$ cat config.mk
export PLATFORM = sky130hd
export DESIGN_NAME = lcd_spi_serializer_flat
export DESIGN_NICKNAME = d
export VERILOG_FILES = /design/src/rtl/lcd_spi_serializer_if.sv /design/src/rtl/lcd_spi_serializer.sv /design/src/flat_wrapper.sv
export SDC_FILE = /design/constraint.sdc
export NUM_CORES = 1
export LEC_CHECK = 0
export ABC_AREA = 1
export CAP_MARGIN = 0
export CORE_ASPECT_RATIO = 0.8
export CORE_MARGIN = 3
export CORE_UTILIZATION = 30
export DETAILED_ROUTE_END_ITERATION = 10
export SLEW_MARGIN = 20
export SYNTH_ARGS = -nofsm -noshare
export SYNTH_HDL_FRONTEND = slang
export SYNTH_SLANG_ARGS = --single-unit
$ cat constraint.sdc
create_clock -name sys_clk_50MHz -period 1.8 [get_ports sys_clk_50MHz]
set_input_delay 0.36 -clock sys_clk_50MHz [delete_from_list [all_inputs] [get_ports sys_clk_50MHz]]
set_output_delay 0.36 -clock sys_clk_50MHz [all_outputs]
set_load 0.005 [all_outputs]
$ cat src/rtl/lcd_spi_serializer_if.sv
// Word handshake and SPI pin bundle between the LCD word generators and the serializer.
// The generator holds the master side; the serializer holds the slave side.
interface lcd_spi_serializer_if;
  logic [8:0] data;
  logic       en_write;
  logic       sclk;
  logic       mosi;
  logic       cs;
  logic       dc;
  logic       wr_done;
  logic       busy;

  modport master (
    output data,
    output en_write,
    input  sclk,
    input  mosi,
    input  cs,
    input  dc,
    input  wr_done,
    input  busy
  );

  modport slave (
    input  data,
    input  en_write,
    output sclk,
    output mosi,
    output cs,
    output dc,
    output wr_done,
    output busy
  );
endinterface

$ cat src/rtl/lcd_spi_serializer.sv
// SPI mode-0 byte transmitter for an ST7789-class LCD: one {dc, byte} word per cs frame,
// sent MSB first. Every output comes straight from a flop.
module lcd_spi_serializer #(
  parameter int CLK_DIV = 2
) (
  input  logic                 sys_clk_50MHz,
  input  logic                 sys_rst_n,
  lcd_spi_serializer_if.slave  bus
);

  localparam int DIV_W = $clog2(CLK_DIV + 1);
  localparam logic [DIV_W-1:0] DIV_LOAD = DIV_W'(CLK_DIV - 1);

  typedef enum logic [1:0] {
    IDLE,
    SHIFT,
    HOLD,
    DONE
  } state_t;

  state_t           state_q, state_n;
  logic [7:0]       byte_q, byte_n;
  logic [2:0]       bit_idx_q, bit_idx_n;
  logic [DIV_W-1:0] div_q, div_n;
  logic             cs_q, cs_n;
  logic             sclk_q, sclk_n;
  logic             mosi_q, mosi_n;
  logic             dc_q, dc_n;
  logic             wr_done_q, wr_done_n;
  logic             busy_q, busy_n;

  always_ff @(posedge sys_clk_50MHz or negedge sys_rst_n) begin
    if (!sys_rst_n) begin
      state_q <= IDLE;
    end else begin
      state_q <= state_n;
    end
  end

  always_ff @(posedge sys_clk_50MHz or negedge sys_rst_n) begin
    if (!sys_rst_n) begin
      byte_q    <= '0;
      bit_idx_q <= '0;
      div_q     <= '0;
      cs_q      <= 1'b1;
      sclk_q    <= 1'b0;
      mosi_q    <= 1'b0;
      dc_q      <= 1'b0;
      wr_done_q <= 1'b0;
      busy_q    <= 1'b0;
    end else begin
      byte_q    <= byte_n;
      bit_idx_q <= bit_idx_n;
      div_q     <= div_n;
      cs_q      <= cs_n;
      sclk_q    <= sclk_n;
      mosi_q    <= mosi_n;
      dc_q      <= dc_n;
      wr_done_q <= wr_done_n;
      busy_q    <= busy_n;
    end
  end

  // Next values of every output flop are computed here so each output stays registered.
  always_comb begin
    state_n   = state_q;
    byte_n    = byte_q;
    bit_idx_n = bit_idx_q;
    div_n     = div_q;
    cs_n      = cs_q;
    sclk_n    = sclk_q;
    mosi_n    = mosi_q;
    dc_n      = dc_q;
    wr_done_n = 1'b0;
    busy_n    = busy_q;

    case (state_q)
      IDLE: begin
        if (bus.en_write) begin
          byte_n    = bus.data[7:0];
          dc_n      = bus.data[8];
          mosi_n    = bus.data[7];
          cs_n      = 1'b0;
          sclk_n    = 1'b0;
          bit_idx_n = 3'd7;
          div_n     = DIV_LOAD;
          busy_n    = 1'b1;
          state_n   = SHIFT;
        end
      end

      SHIFT: begin
        if (div_q != '0) begin
          div_n = div_q - DIV_W'(1);
        end else begin
          div_n = DIV_LOAD;
          if (!sclk_q) begin
            sclk_n = 1'b1;
          end else begin
            // Falling edge: present the next bit, or leave after bit 0 without wrapping.
            sclk_n = 1'b0;
            if (bit_idx_q != 3'd0) begin
              mosi_n    = byte_q[bit_idx_q - 3'd1];
              bit_idx_n = bit_idx_q - 3'd1;
            end else begin
              state_n = HOLD;
            end
          end
        end
      end

      HOLD: begin
        if (div_q != '0) begin
          div_n = div_q - DIV_W'(1);
        end else begin
          cs_n      = 1'b1;
          wr_done_n = 1'b1;
          state_n   = DONE;
        end
      end

      DONE: begin
        busy_n  = 1'b0;
        state_n = IDLE;
      end

      default: begin
        state_n = IDLE;
      end
    endcase
  end

  assign bus.cs      = cs_q;
  assign bus.sclk    = sclk_q;
  assign bus.mosi    = mosi_q;
  assign bus.dc      = dc_q;
  assign bus.wr_done = wr_done_q;
  assign bus.busy    = busy_q;

endmodule
$ cat src/flat_wrapper.sv
// flat-port wrapper written by rule: the top's interface ports become plain ports
module lcd_spi_serializer_flat 
#(
  parameter int CLK_DIV = 2
)
  (sys_clk_50MHz, sys_rst_n, bus_data, bus_en_write, bus_sclk, bus_mosi, bus_cs, bus_dc, bus_wr_done, bus_busy);
  lcd_spi_serializer_if bus_i ();
  input  logic sys_clk_50MHz;
  input  logic sys_rst_n;
  input wire logic [$bits(bus_i.data)-1:0] bus_data;
  input wire logic [$bits(bus_i.en_write)-1:0] bus_en_write;
  output wire logic [$bits(bus_i.sclk)-1:0] bus_sclk;
  output wire logic [$bits(bus_i.mosi)-1:0] bus_mosi;
  output wire logic [$bits(bus_i.cs)-1:0] bus_cs;
  output wire logic [$bits(bus_i.dc)-1:0] bus_dc;
  output wire logic [$bits(bus_i.wr_done)-1:0] bus_wr_done;
  output wire logic [$bits(bus_i.busy)-1:0] bus_busy;
  assign bus_i.data = bus_data;
  assign bus_i.en_write = bus_en_write;
  assign bus_sclk = bus_i.sclk;
  assign bus_mosi = bus_i.mosi;
  assign bus_cs = bus_i.cs;
  assign bus_dc = bus_i.dc;
  assign bus_wr_done = bus_i.wr_done;
  assign bus_busy = bus_i.busy;
  lcd_spi_serializer #(.CLK_DIV(CLK_DIV)) u_core (.sys_clk_50MHz(sys_clk_50MHz), .sys_rst_n(sys_rst_n), .bus(bus_i));
endmodule
Word-level counts from Yosys, hierarchy flattened
Index checks and enable logic that the tools add are counted.
{"block": "word_totals", "ff_bits": 21, "input_bits": 12, "out_inout_bits": 6}
{"block": "op_classes", "addsub": 2, "order_cmp": 1, "eq_ne": 10, "n_mux": 31, "reduce_logical": 14}
{"cell": "2-bit 2-to-1 mux", "n": 7}
{"cell": "1-bit 2-to-1 mux", "n": 12}
{"cell": "3-bit 2-to-1 mux", "n": 4}
{"cell": "5-bit AND reduction", "n": 2}
{"cell": "3-bit AND reduction", "n": 3}
{"cell": "2-bit != test (second input constant)", "n": 4}
{"cell": "1-bit case mux with 2 select lines", "n": 4}
{"cell": "2-bit case mux with 4 select lines", "n": 1}
{"cell": "2-bit nonzero test", "n": 4}
{"cell": "2-bit by 1-bit != test with 1-bit output (second input constant)", "n": 3}
{"cell": "2-bit case mux with 3 select lines", "n": 1}
{"cell": "3-bit case mux with 2 select lines", "n": 1}
{"cell": "3-bit nonzero test", "n": 2}
{"cell": "2-bit equality test (second input constant)", "n": 2}
{"cell": "3-bit by 4-bit less-than comparator with 1-bit output (second input constant)", "n": 1}
{"cell": "2-bit AND reduction", "n": 2}
{"cell": "1-bit binary-select mux with 3-bit select", "n": 1}
{"cell": "3-bit by 1-bit subtractor with 3-bit output (second input constant)", "n": 1}
{"cell": "2-bit by 1-bit equality test with 1-bit output (second input constant)", "n": 1}
{"cell": "2-bit logical NOT", "n": 1}
{"cell": "2-bit by 1-bit subtractor with 2-bit output (second input constant)", "n": 1}

Logic depth before layout (Yosys ltp)
{"block": "depth", "word_depth": 7, "mapped_depth": 9, "ltp_nobuf": 9}

Worst setup path after synthesis
OpenSTA, ideal clock, no wires.
{"block": "synth_path", "path_kind": "reg2reg", "from": "reg u_core.bit_idx_q[0]", "to": "reg u_core.mosi_q, in the netlist u_core.bus.mosi", "setup_ps": 117, "t_arrival_ps": 1350, "t_required_ps": 1683, "path_slack_ps": 333, "path_stages_with_launch": 10, "n_path_buf": 0, "period_less_slack_ps": 1467, "path_cell_list": "dfrtp_1 > inv_2 > ha_1 > ha_1 > nand2_1 > nand3_1 > nor2_4 > nand2_1 > nor2_1 > nor2_1"}
{"block": "synth_via", "elab_chain_cells": 7, "elab_cells_between_ends": 10, "cone_classes": "1 x add/sub; 1 x eq/ne; 6 x mux; 2 x reduce/logical"}
{"item": "start, declared", "line": "lcd_spi_serializer.sv:23", "source": "logic [2:0] bit_idx_q, bit_idx_n;"}
{"item": "start signal, assigned", "line": "lcd_spi_serializer.sv:53", "source": "bit_idx_q <= bit_idx_n;"}
{"item": "3-bit by 1-bit subtractor with 3-bit output", "line": "lcd_spi_serializer.sv:103", "source": "mosi_n = byte_q[bit_idx_q - 3'd1];"}
{"item": "1-bit binary-select mux with 3-bit select", "line": "lcd_spi_serializer.sv:103"}
{"item": "1-bit 2-to-1 mux (not written as such)", "line": "lcd_spi_serializer.sv:103"}
{"item": "1-bit 2-to-1 mux", "line": "lcd_spi_serializer.sv:102", "source": "if (bit_idx_q != 3'd0) begin"}
{"item": "1-bit 2-to-1 mux", "line": "lcd_spi_serializer.sv:97", "source": "if (!sclk_q) begin"}
{"item": "1-bit 2-to-1 mux", "line": "lcd_spi_serializer.sv:93", "source": "if (div_q != '0) begin"}
{"item": "1-bit case mux with 2 select lines", "line": "lcd_spi_serializer.sv:77", "source": "case (state_q)"}
{"item": "end signal, assigned", "line": "lcd_spi_serializer.sv:57", "source": "mosi_q <= mosi_n;"}
{"item": "end, declared", "line": "lcd_spi_serializer.sv:27", "source": "logic mosi_q, mosi_n;"}
Several ways; a longest one is shown, not always the timed one. The select of a mux whose other input is x is not followed.
A chain may end at the register's enable or synchronous reset.

Worst setup path after layout
{"block": "layout_path", "from": "reg u_core.cs_q, in the netlist u_core.bus.cs", "to": "out bus_cs"}
{"item": "start, declared", "line": "lcd_spi_serializer.sv:25", "source": "logic cs_q, cs_n;"}
{"item": "start signal, assigned", "line": "lcd_spi_serializer.sv:55", "source": "cs_q <= cs_n;"}
{"item": "end, declared", "line": "flat_wrapper.sv:14", "source": "output wire logic [$bits(bus_i.cs)-1:0] bus_cs;"}
No word-level cell between the ends.

==> qor.csv <==
stage,metric,value,unit
hold_path,min_path_type,in -> async,
drt,drtPass1Iterations,4,
power,leakage,0.7267,nW
drt,vias,943,
timing,report.final.slew_viol_count,0,
drt,finalWirelength,2365,µm
place,dpl.cell_count,204,
clock_network,clockBufferDepth,2,
setup_path,worst-path-stages,1,
timing,setup_viol,0,
power,ir_worst_vdd,817.0,µV
clock_network,cts_tree,yes,
setup_path,crit_type,reg -> out,
setup_path,worst-path-buf-inv,1,
drt,ant_nets,0,
layout,fillers,371,
floorplan,pin_count,18,
synthesis,yosys_warnings,0,
layout,area_growth,22.81,%
grt,overflow,0,
clock_network,post_cts_resized,0,
power,switchingPower,1.094,mW
clock_network,numCtsBuffers,3,
setup_path,cp_max_fo,2,
synthesis,synth_edf_count,0,
synthesis,yosys.area.top_type,dfrtp_1,
clock_network,cts_num_sinks,21,
power,sw_frac_of_total,0.4334,
drt,wire_per_inst,11.37,µm
synthesis,yosys.cell_count.top_type,nand2_1,
floorplan,fp.dieH,61.56,µm
synthesis,synth_area_per_cell,7.982,µm²
floorplan,die-area,0.004644,mm²
place,routabilityCongestion,0.8400,
floorplan,core,0.003566,mm²
timing,relSlewSlack,0.8193,
setup_path,cp-startpoint,u_core.bus.cs,
power,cellInternalPower,1.430,mW
setup_path,worstSetupEndpointType,output port,
place,port_buffers,17,
setup_path,rr_worst_depth,9,
power,power_frac_seq,0.335,
clock_network,clk_latency,0.26,ns
clock_network,clkTransAtPathRegs,0.08,ns
timing,worst_pin_slew,0.2710,ns
timing,fmax,608.1,MHz
setup_path,cp.arrival,1.28,ns
setup_path,crit_slowest_cell,dfstp_2,
grt,antenna_found_initial,0,
power,cellPowerDensity,1775,mW/mm²
setup_path,rrSetupSlack,0.16,ns
grt,grt_max_degree,22,
synthesis,ys.flop_type,dfrtp_1,
clock_network,h-tree-depth,1,
synthesis,synth_top_area_frac,0.4324,
grt,grt_usage,0.1147,
layout,antenna_cells,0,
setup_path,timing.rr.start,u_core.bit_idx_q[0],
synthesis,postSynthCellCount,145,
setup_path,path_cells,clkdlybuf4s50_1,
layout,final_layout_size_suffix_gt1_frac,0.07229,
setup_path,cpLargestDelayFamily,flip-flops,
synthesis,syn_nets,168,
timing,rsz0062_at_grt,false,
layout,fin_cells,208,
synthesis,yosys_register_bits,21,
synthesis,yosys-top-cells-count,"nand2_1 (45), inv_1 (23), dfrtp_1 (20)",
floorplan,start_util,0.3246,
setup_path,endpoint,bus_cs,
synthesis,async_reset_ff_frac,1.000,
run,cap_violations,0,
synthesis,yosysSeqAreaShare,0.4551,
layout,finalNetCount,190,
floorplan,die_x,75.45,µm
clock_network,clock-root-buffer,clkbuf_8,
grt,grt_first_pass_wirelength,4057,µm
setup_path,critPathRequiredTime,1.44,ns
timing,fin_tns_setup,0,ns
drt,via_per_inst,4.534,
floorplan,fp-row-count,19,
grt,first_global_vias,925,
power,share_comb_of_total_power,0.543,
setup_path,critPathMaxStageDelay,0.54,ns
clock_network,ctsHoldBuffers,0,
status,status,finished clean,
timing,period_needed,1.644,ns
synthesis,synth_area_leaders,"dfrtp_1 (43%), nand2_1 (15%), ha_1 (12%)",
setup_path,cp-start-kind,flop,
timing,finalHoldViolCount,0,
drt,drc,0,
synthesis,synth_area,0.001157,mm²
power,clock_power_share,0.122,
synthesis,synth_cell_type_count,17,
timing,skew,0.005198,ns
clock_network,cts_setup_buffers,0,
setup_path,r2r-end,u_core.bus.mosi,
timing,period_share,0.9135,
place,hpwlAfterDp,1827,µm
drt,drt_iter0_markers,53,
-- worst min-delay path by stage --
stage | startpoint | end | slack, ns
5_1_grt | sys_rst_n | u_core.bit_idx_q[0] | 0.47
4_1_cts | sys_rst_n | u_core.bit_idx_q[0] | 0.46
2_1_floorplan | sys_rst_n | u_core.bit_idx_q[0] | 0.06
6_report | sys_rst_n | u_core.state_q[0] | 0.46
3_5_place_dp | u_core.bus.dc | u_core.bus.dc | 0.48
3_3_place_gp | u_core.bus.dc | u_core.bus.dc | 0.47
-- sequential cells by signal, indices dropped and copies added (netlist names), 2 cells and up --
register,count
u_core.bit_idx_q,3
u_core.state_q,2
u_core.div_q,2
u_core.byte_q,8
-- final cells by class --
class | instances | area, µm² | area share
clock buffers | 4 | 45.04 | 0.03169
multi-input cells | 97 | 521.8 | 0.3671
inverters | 26 | 97.59 | 0.06866
repair buffers | 18 | 177.7 | 0.1250
flip-flops and latches | 21 | 526.8 | 0.3706
well taps | 42 | 52.55 | 0.03697
-- placed cells by master (no fill, tap or decap) --
master | netlist | final
a21oi_1 | 2 | 2
buf_4 | 0 | 1
clkbuf_1 | 0 | 1
clkbuf_8 | 0 | 3
clkdlybuf4s50_1 | 0 | 17
dfrtp_1 | 20 | 20
dfstp_2 | 1 | 1
ha_1 | 11 | 11
inv_1 | 23 | 23
inv_2 | 3 | 3
nand2_1 | 45 | 45
nand2_2 | 2 | 2
nand3_1 | 8 | 8
nor2_1 | 6 | 6
nor2_4 | 1 | 1
o211ai_1 | 1 | 1
o21ai_0 | 7 | 7
o21ai_1 | 11 | 11
o21ai_2 | 1 | 1
o22ai_1 | 2 | 2
-- power by group through the flow --
stage	Sequential, mW	Clock [mW]	Combinational, mW
floorplan	0.828	0	1.00
detailed placement	0.855	0	1.38
finish	0.846	0.308	1.37
global placement	0.848	0	1.34
global route	0.882	0.335	1.59
CTS	0.849	0.317	1.39
-- metrics by stage --
stage	instance area (µm²)	util	hold WS [ns]	setup slack, ns	power (mW)
after CTS	1421	0.3986	0.4648	0.1455	2.558
final	1421	0.3986	0.4566	0.1556	2.523
after detailed placement	1376	0.3860	0.4755	0.1950	2.234
after floorplan	1157	-	0.06441	0.3330	1.830
after global placement	1376	0.3860	0.4675	0.2222	2.183
after global routing	1421	0.3986	0.4691	0.04110	2.811
-- cells by family after synthesis --
kind of cell,share of synthesized area
compound gates,0.1113
flops,0.4551
buf+inv,0.09405
simple gates,0.2205
fa+ha+maj,0.1189
-- layer usage --
layer  GRT usage  share of wire  vias to the layer above
met3     0.04405          0.063                        2
met5           0              0                        -
met1      0.1406           0.47                      435
met2      0.1919           0.46                       17
met4     0.02743         0.0042                        0
li1            -              -                      489
No activity file was read; power rests on OpenSTA's default activity.
